File: src/rtl/animador_sprites.sv
// animador_sprites: frame sequencer for the pet animation plus status-bar overlay
// on the OLED byte stream (ROM byte or bar pattern, two-cycle latency).
module animador_sprites #(
  parameter int unsigned N_ESTADOS      = 5,
  parameter int unsigned MAX_QUADROS    = 8,
  parameter int unsigned BYTES_QUADRO   = 1024,
  parameter int unsigned PERIODO_QUADRO = 4194304,
  parameter int unsigned N_BARRAS       = 3,
  parameter int unsigned SEGMENTOS      = 5,
  parameter int unsigned PASSO_NIVEL    = 10,
  parameter int unsigned BARRA_LINHA0   = 8,
  parameter int unsigned BARRA_PASSO    = 10,
  parameter int unsigned BARRA_ALTURA   = 5
) (
  input  logic                                                  clk,
  input  logic                                                  reset,
  input  logic [$clog2(BYTES_QUADRO)-1:0]                       byte_counter,
  input  logic [N_ESTADOS-1:0]                                  estado,
  input  logic [8*N_BARRAS-1:0]                                 niveis,
  input  logic [4*N_ESTADOS-1:0]                                num_quadros,
  input  logic [N_ESTADOS-1:0]                                  modo_unico,
  output logic [$clog2(N_ESTADOS*MAX_QUADROS*BYTES_QUADRO)-1:0] mem_addr,
  input  logic [7:0]                                            mem_data,
  output logic [7:0]                                            data_to_send,
  output logic                                                  quadro_fim
);

  localparam int unsigned ADDR_W = $clog2(N_ESTADOS*MAX_QUADROS*BYTES_QUADRO);
  localparam int unsigned K_W    = (N_ESTADOS > 1) ? $clog2(N_ESTADOS) : 1;
  localparam int unsigned IDX_W  = (MAX_QUADROS > 1) ? $clog2(MAX_QUADROS) : 1;
  localparam int unsigned T_W    = (PERIODO_QUADRO > 1) ? $clog2(PERIODO_QUADRO) : 1;
  localparam int unsigned CNT_W  = 5;

  logic [T_W-1:0]    timer_q, timer_d;
  logic [IDX_W-1:0]  index_q, index_d;
  logic [K_W-1:0]    prev_k_q, prev_k_d;
  logic              fim_q, fim_d;
  logic [ADDR_W-1:0] mem_addr_q, mem_addr_d;
  logic              bar_hit_q, bar_hit_d;
  logic [7:0]        bar_byte_q, bar_byte_d;
  logic [7:0]        data_q, data_d;

  logic [K_W-1:0]    k_s;
  logic [3:0]        nq_s;
  logic [CNT_W-1:0]  cnt_s, idx_ext, idx_prox;
  logic              tick_s, troca_s;

  logic [7:0]        nivel_s, limiar_s;
  int unsigned       row_s, col_s, base_s;

  always_comb begin
    k_s = '0;
    if ($onehot(estado)) begin
      for (int unsigned i = 0; i < N_ESTADOS; i++) begin
        if (estado[i]) k_s = K_W'(i);
      end
    end
  end

  always_comb begin
    nq_s = num_quadros[4*k_s +: 4];
    if (nq_s == 4'd0)
      cnt_s = CNT_W'(1);
    else if ({28'd0, nq_s} > MAX_QUADROS)
      cnt_s = CNT_W'(MAX_QUADROS);
    else
      cnt_s = CNT_W'(nq_s);

    idx_ext = CNT_W'(index_q);
    if (modo_unico[k_s])
      idx_prox = (idx_ext + CNT_W'(1) < cnt_s) ? idx_ext + CNT_W'(1) : idx_ext;
    else
      idx_prox = (idx_ext + CNT_W'(1) >= cnt_s) ? '0 : idx_ext + CNT_W'(1);
  end

  // A state change wins over a coincident tick: both counters restart and no pulse is emitted.
  always_comb begin
    tick_s   = (timer_q == T_W'(PERIODO_QUADRO - 1));
    troca_s  = (k_s != prev_k_q);
    prev_k_d = k_s;
    timer_d  = timer_q + T_W'(1);
    index_d  = index_q;
    fim_d    = 1'b0;
    if (troca_s) begin
      timer_d = '0;
      index_d = '0;
    end else if (tick_s) begin
      timer_d = '0;
      index_d = IDX_W'(idx_prox);
      fim_d   = (idx_prox != idx_ext);
    end
  end

  always_comb begin
    mem_addr_d = ADDR_W'(((32'(k_s) * MAX_QUADROS) + 32'(index_q)) * BYTES_QUADRO
                         + 32'(byte_counter));
  end

  always_comb begin
    row_s      = 32'(byte_counter) >> 3;
    col_s      = 32'(byte_counter) & 32'd7;
    base_s     = 0;
    nivel_s    = '0;
    limiar_s   = '0;
    bar_hit_d  = 1'b0;
    bar_byte_d = '0;
    for (int unsigned b = 0; b < N_BARRAS; b++) begin
      base_s = BARRA_LINHA0 + b * BARRA_PASSO;
      if (!bar_hit_d && row_s >= base_s && row_s < base_s + BARRA_ALTURA &&
          col_s >= 1 && col_s <= SEGMENTOS) begin
        bar_hit_d = 1'b1;
        nivel_s   = niveis[8*b +: 8];
        if (nivel_s > 8'd100) nivel_s = 8'd100;
        limiar_s  = 8'(2 * (SEGMENTOS - col_s) * PASSO_NIVEL);
        if (nivel_s > limiar_s + 8'(PASSO_NIVEL))
          bar_byte_d = 8'hEE;
        else if (nivel_s > limiar_s)
          bar_byte_d = 8'hE0;
        else
          bar_byte_d = 8'h00;
      end
    end
  end

  always_comb begin
    data_d = bar_hit_q ? bar_byte_q : mem_data;
  end

  always_ff @(posedge clk) begin
    if (reset) begin
      timer_q    <= '0;
      index_q    <= '0;
      prev_k_q   <= '0;
      fim_q      <= 1'b0;
      mem_addr_q <= '0;
      bar_hit_q  <= 1'b0;
      bar_byte_q <= '0;
      data_q     <= '0;
    end else begin
      timer_q    <= timer_d;
      index_q    <= index_d;
      prev_k_q   <= prev_k_d;
      fim_q      <= fim_d;
      mem_addr_q <= mem_addr_d;
      bar_hit_q  <= bar_hit_d;
      bar_byte_q <= bar_byte_d;
      data_q     <= data_d;
    end
  end

  assign mem_addr     = mem_addr_q;
  assign data_to_send = data_q;
  assign quadro_fim   = fim_q;

endmodule

File: config.mk
export PLATFORM = sky130hd
export DESIGN_NAME = animador_sprites
export DESIGN_NICKNAME = d
export VERILOG_FILES = /design/src/rtl/animador_sprites.sv
export SDC_FILE = /design/constraint.sdc
export NUM_CORES = 1
export LEC_CHECK = 0
export ABC_AREA = 1
export CORE_MARGIN = 5
export CORE_UTILIZATION = 51
export CTS_BUF_LIST = sky130_fd_sc_hd__clkbuf_8
export CTS_CLUSTER_DIAMETER = 150
export DETAILED_ROUTE_END_ITERATION = 10
export GPL_TIMING_DRIVEN = 0
export PLACE_DENSITY = 0.82
export SLEW_MARGIN = 20
export SYNTH_ARGS = -nofsm -noshare
export SYNTH_HDL_FRONTEND = slang
export SYNTH_SLANG_ARGS = --single-unit
File: constraint.sdc
create_clock -name clk -period 5.4 [get_ports clk]
set_input_delay 1.08 -clock clk [delete_from_list [all_inputs] [get_ports clk]]
set_output_delay 1.08 -clock clk [all_outputs]
set_load 0.05 [all_outputs]
==> results by group <==
Setup path
  – Critical Path End Type: flop
  – Crit Path Max Fanout: 5
  – CP Class: input port to flop
  – R2R Path Start: index_q[0]
  – Worst R2R End: quadro_fim
  – Worst reg-to-reg path cell count: 14
  – Crit path DAT: 5.40 ns
  – Worst reg-to-reg setup slack: 2.95 ns
  – Critical Path Source: estado[3]
  – Req. time, crit path: 5.60 ns
  – CP startpoint kind: input port

Power and ir drop
  – Power Dens Cells: 201.7 nW/um^2
  – Cell leakage power: 2.453 nW
  – Max IR drop VDD: 0.0001158 V
  – Net Switching: around 0.00037 W
  – Sequential share of power: 0.375
  – Clock share of power: 0.238
  – Switching Share: 0.3372
  – Logic gate share of total power: 0.387
  – Power Internal: roughly 0.00073 W

Synthesis
  – Cells after synthesis: 573
  – Seq/Total Area, Yosys: 0.2606
  – Post-synth top cells: 89 x inv_1, 82 x nor2_1, 80 x nand2_1
  – YS warnings: 0
  – Top post-synthesis cells by area: dfxtp_1 26%, ha_1 17%, inv_1 8.2%
  – Post-synth top area cell: dfxtp_1
  – Synth unique cells: 43
  – EDFF count, synth: 0
  – Yosys reg bits: 53
  – Synth Area per Inst: 7.105 sq um
  – Main synth FF type: dfxtp_1
  – Share of the synthesized area in the top cell type: 0.2606
  – Area of the mapped netlist: about 4000 sq um
  – Most numerous cell in the Yosys netlist: inv_1
  – Synth async-reset ratio: 0

Place
  – Hpwl dp: 8556 um
  – Placed cell area: 5189 sq um
  – Port Buffers: 97
  – GPL Wtd Cong: 0.9216

Floorplanning
  – Initial Util: 0.5242
  – Die area: 9870 sq um
  – Die span in x: 99.35 um
  – # IOs: 99
  – Die height: roughly 100 um
  – Core ar.: slightly below 8000 sq um
  – Row count: 32

STA
  – Max Clk Rate: 192.0 MHz
  – Min Hold Slack: 0.4718 ns
  – Slew @ Worst Pin: 0.5276 ns
  – Tcrit/Tclk final: 0.9644
  – Endpoints failing hold: 0
  – Slew Limit Headroom: 0.6471
  – Min Tclk post-route: 5.208 ns
  – Clock Skew: 0.01263 ns
  – Setup tns final: 0 ns
  – Final setup vio count: 0
  – Slew Limit Fails: 0

Hold path
  – WHS Path Cells: 1
  – WHS Endpoint: timer_q[0]
  – Hold Crit Start: timer_q[0]
  – Hold crit path type: flop to flop

GRT
  – Total congestion overflow: 0
  – Total Routing Usage GR: 0.2071
  – Global-route wire length before repair: between 15,000 and 20,000 um
  – Vias in the first global route: ~4,000
  – Largest net degree at the start of global routing: 17
  – Initial antenna violation count: 0

CTS
  – Root Buffer: clkbuf_8
  – Clk_lat worst skew: 0.31 ns
  – CTS tree: yes
  – Worst-path clk slew: 0.09 ns
  – CTS Buf Count: 5
  – Cts hold-fix bufs: 0
  – CTS Buffer Depth: 2
  – # clock sinks: 53
  – H-tree depth: 2

Drt
  – WL/cell: 13.34 um
  – Via count: 4,182
  – Via density per instance: 5.234
  – Total iterations of the first detailed-routing run: 5
  – Starting DRT DRC Count: 158
  – Final WL: 10,660 um
  – Post-route DRC: 0
  – DRT antenna net count: 0

Finish
  – Final nets: 827
  – Synthesis-to-layout area growth: 33.87%
  – Fin area: 5450 sq um
  – Antenna cells: 0
  – Share of layout cells above drive strength 1: 0.1033

Run
  – MaxCap Viol Count: 0

Status
  – Status: completed
## state kept, by name (all words and copies together) (netlist names)
register      cells
timer_q          22
data_to_send      8
mem_addr         13
index_q           3
quadro_fim        1
prev_k_q          3
bar_hit_q         1
bar_byte_q        2
## layout by cell type (no fill, tap or decap), types with 7 or more instances in the layout
cell and count:
nand3_2 8, o21ai_0 28, clkdlybuf4s50_1 97, dfxtp_1 53, xnor2_1 8, nor2_1 81, a21oi_1 23, xor2_1 9
buf_4 14, nor2_2 7, nor3_1 12, inv_1 89, ha_1 53, nand2_1 79, nand4_1 8, nand3_1 44
or2_2 7
## worst max-delay path by stage
stage	cells past startpoint	to
2_1_floorplan	29	quadro_fim
3_3_place_gp	29	quadro_fim
3_5_place_dp	29	quadro_fim
4_1_cts	29	quadro_fim
5_1_grt	28	quadro_fim
6_report	26	quadro_fim
## metal layers
| layer | track usage | wire length, um | vias to the layer above |
|---|---|---|---|
| met1 | 0.2351 | 4203 | 1914 |
| li1 | - | - | 2098 |
| met3 | 0.03015 | 599 | 27 |
| met5 | 0 | 0 | - |
| met4 | 0.07878 | 276 | 0 |
| met2 | 0.3879 | 5577 | 143 |
## worst max-delay path, cell delays in order
cell	delay [ns]
clkdlybuf4s50_1	0.48
inv_1	0.07
fa_1	0.47
fa_1	0.37
inv_1	0.06
ha_1	0.23
nor2_1	0.11
nand2_2	0.10
nor3_4	0.29
buf_4	0.17
nand3_1	0.06
nand2_1	0.06
o21a_1	0.15
inv_1	0.08
or2_1	0.25
ha_4	0.24
nand2_1	0.09
inv_1	0.07
o21ai_2	0.17
nand4_1	0.18
nor2_1	0.19
nand3_1	0.11
nand3_1	0.10
nand3_1	0.07
nor2_1	0.09
nor2_1	0.06
## kinds of logic (layout without fill, tap and decap cells)
logic type                 Yosys count  in the layout  share of synthesized area
AOI/OAI and AO/OA                   73             73                     0.1011
xor gates and xnor gates            17             17                    0.03657
adders and majority gates           57             57                     0.1807
buffers and inverters              100            219                    0.09619
DFF                                 53             53                     0.2606
other                                1              6                  0.0009211
and+or+nand+nor                    272            272                     0.3239
## metrics by stage
step | cells | util | setup WS, ns | power (W)
5_1_grt | 799 | 0.7017 | -0.1061 | 0.001169
2_1_floorplan | 578 | - | 0.7254 | 0.0006776
3_3_place_gp | 777 | 0.6680 | -0.09872 | 0.0007979
3_5_place_dp | 777 | 0.6680 | -0.2592 | 0.0008126
4_1_cts | 785 | 0.6823 | 0.03753 | 0.001072
6_report | 799 | 0.7017 | 0.1924 | 0.001099
## power by group through the flow
stage | clock network [W] | registers [W] | logic, W
after floorplan | 0 | 0.000452 | 0.000225
after global placement | 0 | 0.000421 | 0.000377
after detailed placement | 0 | 0.000421 | 0.000391
after CTS | 0.000266 | 0.000412 | 0.000394
after global routing | 0.000280 | 0.000414 | 0.000475
final | 0.000262 | 0.000412 | 0.000425
## final cells by class
type | instances | area (sq um)
Multi-Input combinational cell | 425 | 2676
Fill cell | 607 | 2317
Timing Repair Buffer | 111 | 1076
Sequential cell | 53 | 1061
Inverter | 94 | 352.8
Tap cell | 102 | 127.6
Clock buffer | 5 | 68.82
Buffer | 6 | 45.04
Clock inverter | 3 | 42.54
## timing repair
| action | CTS | global route |
|---|---|---|
| buffers inserted | 0 | 14 |
| setup endpoints to repair | 0 | 4 |
| resized for setup | 0 | 15 |
(Power assumes the default switching activity.)
